<file path="src/rtl/mcp_tx_fifo.sv">
// First-word-fall-through buffer in front of the MCP sender. It absorbs producer bursts
// and presents one head word at a time on the asend/aready handshake.
module mcp_tx_fifo #(
   parameter int DWIDTH       = 32,
   parameter int DEPTH_LOG    = 3,
   parameter int AFULL_THRESH = 6,
   parameter int CNT_WIDTH    = 16
) (
   input  logic                 clk,
   input  logic                 rstb,
   input  logic                 flush,
   input  logic [DWIDTH-1:0]    in_data,
   input  logic                 in_valid,
   output logic                 in_ready,
   output logic [DWIDTH-1:0]    out_data,
   output logic                 out_send,
   input  logic                 out_ready,
   output logic [DEPTH_LOG:0]   count,
   output logic                 almost_full,
   output logic [CNT_WIDTH-1:0] sent_cnt
);

   localparam int                 DEPTH     = 1 << DEPTH_LOG;
   localparam logic [DEPTH_LOG:0] FULL_CNT  = (DEPTH_LOG+1)'(DEPTH);
   localparam logic [DEPTH_LOG:0] AFULL_CNT = (DEPTH_LOG+1)'(AFULL_THRESH);
   localparam logic [DEPTH_LOG:0] CNT_ONE   = (DEPTH_LOG+1)'(1);
   localparam logic [DEPTH_LOG-1:0] PTR_ONE = DEPTH_LOG'(1);
   localparam logic [CNT_WIDTH-1:0] SENT_ONE = CNT_WIDTH'(1);

   logic [DWIDTH-1:0]    mem [DEPTH];
   logic [DEPTH_LOG-1:0] wp;
   logic [DEPTH_LOG-1:0] rp;
   logic                 push;
   logic                 pop;

   // Handshake flags come only from registered occupancy, never from out_ready or in_valid.
   assign in_ready    = (count != FULL_CNT);
   assign out_send    = (count != '0);
   assign almost_full = (count >= AFULL_CNT);
   assign out_data    = mem[rp];
   assign push        = in_valid & in_ready & ~flush;
   assign pop         = out_send & out_ready & ~flush;

   // NOTE: the storage array has no reset; stale words are never visible while out_send=0.
   always_ff @(posedge clk) begin
      if (push) mem[wp] <= in_data;
   end

   // NOTE: non-blocking assignments keep every register sampling pre-edge values.
   always_ff @(posedge clk or negedge rstb) begin
      if (!rstb) begin
         wp       <= '0;
         rp       <= '0;
         count    <= '0;
         sent_cnt <= '0;
      end else if (flush) begin
         wp       <= '0;
         rp       <= '0;
         count    <= '0;
         sent_cnt <= '0;
      end else begin
         if (push) wp <= wp + PTR_ONE;
         if (pop) begin
            rp       <= rp + PTR_ONE;
            sent_cnt <= sent_cnt + SENT_ONE;
         end
         case ({push, pop})
            2'b10:   count <= count + CNT_ONE;
            2'b01:   count <= count - CNT_ONE;
            default: count <= count;
         endcase
      end
   end

endmodule

</file>
<file path="config.mk">
export PLATFORM = sky130hd
export DESIGN_NAME = mcp_tx_fifo
export DESIGN_NICKNAME = d
export VERILOG_FILES = /design/src/rtl/mcp_tx_fifo.sv
export SDC_FILE = /design/constraint.sdc
export NUM_CORES = 1
export LEC_CHECK = 0
export CORE_AREA = 2 2 143 145
export CTS_CLUSTER_DIAMETER = 150
export DETAILED_ROUTE_END_ITERATION = 8
export DIE_AREA = 0 0 145 147
export PLACE_DENSITY_LB_ADDON = 0.08
export SLEW_MARGIN = 20
export SYNTH_ARGS = -nofsm -noshare
export SYNTH_HDL_FRONTEND = slang
export SYNTH_SLANG_ARGS = --single-unit
</file>
<file path="constraint.sdc">
create_clock -name clk -period 11.4 [get_ports clk]
set_clock_uncertainty 0.15 [all_clocks]
set_input_delay 1.14 -clock clk [delete_from_list [all_inputs] [get_ports clk]]
set_output_delay 1.14 -clock clk [all_outputs]
set_load 0.02 [all_outputs]
</file>
# After elaboration in Yosys (flattened, before gate mapping)

Memories as Yosys holds them, arrays and structs flattened.
Cells that the tools add are included.

Add/subtract/negate cells: 5
Magnitude comparators: 1
Equal/unequal tests: 3
Mux-type cells: 10
Bitwise logic cells: 5
Reductions and logical operators: 4

Operators with widths:

| kind                                                                  | number |
|---|---|
| 16-bit 2-to-1 mux                                                     | 2 |
| 16-bit by 1-bit adder with 16-bit output, second input constant       | 1 |
| 3-bit 2-to-1 mux                                                      | 4 |
| 4-bit one-hot mux with 2 select lines                                 | 1 |
| 3-bit by 1-bit adder with 3-bit output, second input constant         | 2 |
| 4-bit by 1-bit adder with 4-bit output, second input constant         | 1 |
| 1-bit AND                                                             | 4 |
| 4-bit by 3-bit >= comparator with 1-bit output, second input constant | 1 |
| 4-bit 2-to-1 mux                                                      | 1 |
| 4-bit != test, second input constant                                  | 1 |
| 2-bit nonzero test                                                    | 2 |
| 4-bit nonzero test                                                    | 1 |
| 4-bit by 1-bit subtractor with 4-bit output, second input constant    | 1 |
| 3-bit nonzero test                                                    | 1 |
| 2-bit by 1-bit == test with 1-bit output, second input constant       | 1 |
| 2-bit == test, second input constant                                  | 1 |
| 1-bit 2-to-1 mux                                                      | 2 |
| 1-bit inverter                                                        | 1 |

Flip-flop bits (word level): 26
Memory bits (writable): 256
Bits of input ports: 37
Output and inout bits: 55
Logic and storage cells: 33
Memories: 1

Memories:

| memory | words | width | read ports | clocked after memory_dff | wr ports | line | text |
|---|---|---|---|---|---|---|---|
| mem    | 8     | 32    | 1          | 0                        | 1        | 30   | `logic [DWIDTH-1:0] mem [DEPTH];` |

# Logic depth before layout (Yosys ltp)

Depth after elaboration: 6
Depth in mapped cells: 10
Depth with buffers taken out: 8

# Worst setup path before layout

Ideal clock, no wire load.

Kind: input to register
Start point: input port in_valid
End point: memory mem[0][0] (enable)
Library setup time: 0.461 ns
Data arrival time: 4.110 ns
Data required time: 10.789 ns
Slack: 6.679 ns
Stages: 4
Path buffers: 1
Path through: clkbuf_1 > nand2_1 > or3_1 > nor3_1

Word-level cells in the longest chain between the ends: 4

RTL lines:

| item                                   | line | text |
|---|---|---|
| from (decl)                            | 13   | `input logic in_valid,` |
| 1-bit AND (2 in series)                | 41   | `assign push = in_valid & in_ready & ~flush;` |
| 1-bit 2-to-1 mux                       | 46   | `if (push) mem[wp] <= in_data;` |
| 1-bit 2-to-1 mux (not written as such) | 46   |  |
| to (decl)                              | 30   |  |

No other way between the ends.

# Final worst setup path

Start point: register rp[0]
End point: output port out_data[26]

Word-level cells in the longest chain between the ends: 1

RTL lines:

| item                   | line | text |
|---|---|---|
| from (decl)            | 32   | `logic [DEPTH_LOG-1:0] rp;` |
| from (signal assigned) | 64   | `rp <= rp + PTR_ONE;` |
| memory read 8 x 32 bit | --   |  |
| to (decl)              | 15   | `output logic [DWIDTH-1:0] out_data,` |

No other way between the ends.

==> results.txt <==
----------------------------------------------------
[Logic synthesis]
  EDFF count, synth ... 256
  Post-Syn Area ... 0.0111 sq mm
  Portion of the post-synthesis area used by sequential elements ... approximately 75%
  Most used flip-flop cell after synthesis ... edfxtp_1
  Yosys warns ... 0
  Share of synthesized registers carrying an async set or reset ... 9.22%
  Synth Area per Inst ... 20.8 sq um
  Post-Synthesis Net Count ... 576
  Post-Synthesis Cells ... roughly 530
  Count of different cell masters after synthesis ... 40
  Register bit total from synthesis ... between 200 and 300

[Setup path]
  Critical path's slowest cell ... buf_4
  Cell chain of the critical path ... buf_4 -> mux4_2 -> mux2_2 -> clkdlybuf4s50_1
  Number of cells on the critical path ... 4
  Reg-to-reg slack, setup ... ~8.4 ns
  CP Data Required Time ... slightly above 10 ns
  Setup crit start kind ... flop
  Worst Setup End Kind ... output pin
  Largest fanout of any net on the critical path ... 48
  Depth of the worst register-to-register path ... 5
  Critical path class ... flop to output pin
  Maximum cell stage delay along the critical path ... about 0.8 ns
  Cell type group with the largest total delay on the critical path ... buffers and inverters
  Arrival time of the worst setup path ... roughly 3.5 ns
  Critical path buffer and inverter count ... 2

[Floorplanning]
  Top-Level Pins ... between 90 and 100
  Std cell rows ... between 50 and 60
  Initial cell density of the core ... between 50 and 60%
  Overall die area ... about 0.021 sq mm
  Die Wd ... ~150 um
  Height of the die ... approximately 150 um
  Standard cell core area ... around 0.02 sq mm

[Power and ir drop]
  Leakage Power ... ~4.2 nW
  Internal Power ... about 1.9 mW
  Fraction of power spent switching nets ... about a quarter
  Part of the total power dissipated in sequential elements ... 48.1%
  Peak supply drop ... between 0.0001 and 0.00015 V
  Clock network power share ... 31.0%
  Fraction of power consumed by combinational cells ... between 20% and 30%
  P per Cell Area ... about 190 mW/mm^2
  Switch Pwr ... 0.656 mW

[Route]
  Routed Wire Length ... between 20 and 25 mm
  Via density ... approximately 5.7
  DRC viols ... 0
  First-pass DRT Iterations ... 4
  Vias after detailed routing ... roughly 5300
  Initial DRC Count ... between 300 and 400
  Antenna-violating nets left ... 0
  Drt wl/cell ... around 22 um

[Timing]
  Share of the cycle needed by the critical path after routing ... 42.1%
  Hold WS ... roughly 0.40 ns
  Setup-failing EPs final ... 0
  Minimum clock period ... 4.80 ns
  Highest Clock Rate ... 209 MHz
  Worst slew margin relative to its limit ... between 30% and 40%
  Final Hold Vio Count ... 0
  Tightest Pin Transition ... 1.04 ns
  Unrepaired setup endpoints after global routing ... false
  Final number of max-transition violations ... 0
  Setup TNS after final layout ... 0 ns

[Placed design]
  Number of instances in the placed design ... approximately 900
  IO Port Bufs ... 91
  Dpl hpwl ... roughly 12 mm
  Weighted congestion at the end of routability-driven global placement ... just over 0.7

[Finish]
  Highest-count cells in the layout ignoring fill and taps ... 256 x edfxtp_1, 91 x clkdlybuf4s50_1, 64 x mux4_2, 32 x mux2_2, 27 x clkbuf_16
  Signed area change from the synthesized netlist to the final layout ... 18.5%
  Leading cell type in the layout, fill and taps excluded ... edfxtp_1
  Fin cells ... around 930
  Fraction of layout instances using a drive strength above 1 ... between 20% and 30%
  Ant. Diodes ... 0
  Number of nets in the final layout ... ~680

[Clocking]
  Clock Tree Buf Depth ... 3
  Clock input transition at the sequential cells of the worst setup and hold paths ... ~0.06 ns
  Sinks on the clock net ... between 200 and 300
  Count of instances resized after the clock tree is built ... 0
  Buffer type at the clock tree root ... clkbuf_16
  CTS tree ... done
  Post-CTS setup-driven buffer insertion count ... 0
  Level count of the clock H-tree ... 1
  Clock insertion delay at the later pin of the skew report ... about 0.52 ns
  Cts-stage hold buffer count ... 0
  Num CTS Buffers ... 27

[Global route]
  Wire length of the first global-routing pass ... ~32 mm
  Residual overflow from global routing ... 0
  Largest net degree at the start of global routing ... 49
  Initial antenna violation count ... 0
  Number of global-route vias before repair ... between 5000 and 6000
  Global router's overall resource usage ... between 10% and 20%

[Outcome]
  Outcome ... finished clean

[Worst hold path]
  Tightest Hold Check Type ... flop to flop
  Depth of the worst hold-timing path ... 2

[Run]
  Number of max-capacitance violations reported ... 0

----------------------------------------------------
[routing by layer]
| layer | share of wire [%] | up-vias | global-route usage (%) |
|---|---|---|---|
| met5 | 0 | - | 0 |
| met4 | 1.5 | 0 | 4.41 |
| met3 | 4.2 | 25 | 3.04 |
| met2 | 51 | 110 | 34.5 |
| met1 | 44 | 2787 | 27.2 |
| li1 | - | 2412 | - |
[per-stage QoR]
stage / setup WS (ns) / cell area (sq um) / power, mW / utilization (%)
final: 6.60 / 13200 / 2.55 / 66.3
after floorplan: 6.68 / 11100 / 1.60 / -
after global placement: 7.06 / 12400 / 1.78 / 62.4
after global routing: 6.35 / 13200 / 2.65 / 66.3
after CTS: 6.48 / 13200 / 2.58 / 66.3
after detailed placement: 7.04 / 12400 / 1.79 / 62.4
[cells by family after synthesis]
group | count (synthesis) | synth area share (%)
multiplexers | 99 | 16.5
XOR/XNOR | 14 | 1.10
flip-flops | 282 | 75.1
buffers and inverters | 28 | 1.19
AND/OR/NAND/NOR | 78 | 3.83
AO/OA/AOI/OAI | 26 | 1.50
adder cells (fa/ha/maj) | 6 | 0.744
[sequential cells by signal, indices dropped and copies added, names as in the netlist]
signal,flops
wp,3
rp,3
mem,256
count,4
sent_cnt,16
[layout make-up]
class / instances / area, sq um
tap: 270 / 338
fill: 1336 / 6690
clock buffer: 39 / 731
sequential: 282 / 8340
timing repair buffer: 105 / 1020
multi-input combinational: 223 / 2680
clock inverter: 9 / 38.8
[worst paths after layout]
| check | startpoint | endpoint |
|---|---|---|
| worst max-delay path | rp[0] | out_data[26] |
| worst min-delay path | sent_cnt[15] | sent_cnt[15] |
| worst max register to register | count[1] | mem[4][25] |
| worst min register to register | sent_cnt[15] | sent_cnt[15] |
| max in group asynchronous | rstb | rp[0] |
| min in group asynchronous | rstb | sent_cnt[5] |
[Yosys cell counts, types with 6 or more instances]
master,number,area (sq um)
clkbuf_1,15,56.3
buf_2,10,50.1
mux4_2,64,1440
edfxtp_1,256,7690
nor2_1,23,86.3
nand4_1,6,37.5
nand2_1,14,52.6
xor2_1,10,87.6
a21oi_1,11,55.1
mux2_2,32,360
o21ai_0,6,30.0
nand3_1,7,35.0
dfrtp_1,26,651
[power groups by stage]
| stage | logic (mW) | clock network [mW] | registers, mW |
|---|---|---|---|
| after detailed placement | 0.539 | 0 | 1.25 |
| after floorplan | 0.374 | 0 | 1.22 |
| final | 0.533 | 0.792 | 1.23 |
| after CTS | 0.542 | 0.808 | 1.23 |
| after global placement | 0.533 | 0 | 1.25 |
| after global routing | 0.570 | 0.845 | 1.24 |
[tightest hold or removal path, cell delays in order (launching register included)]
cell and delay [ns]:
dfrtp_1 0.39, o31ai_1 0.07, a21oi_1 0.06
(Power assumes the default switching activity.)
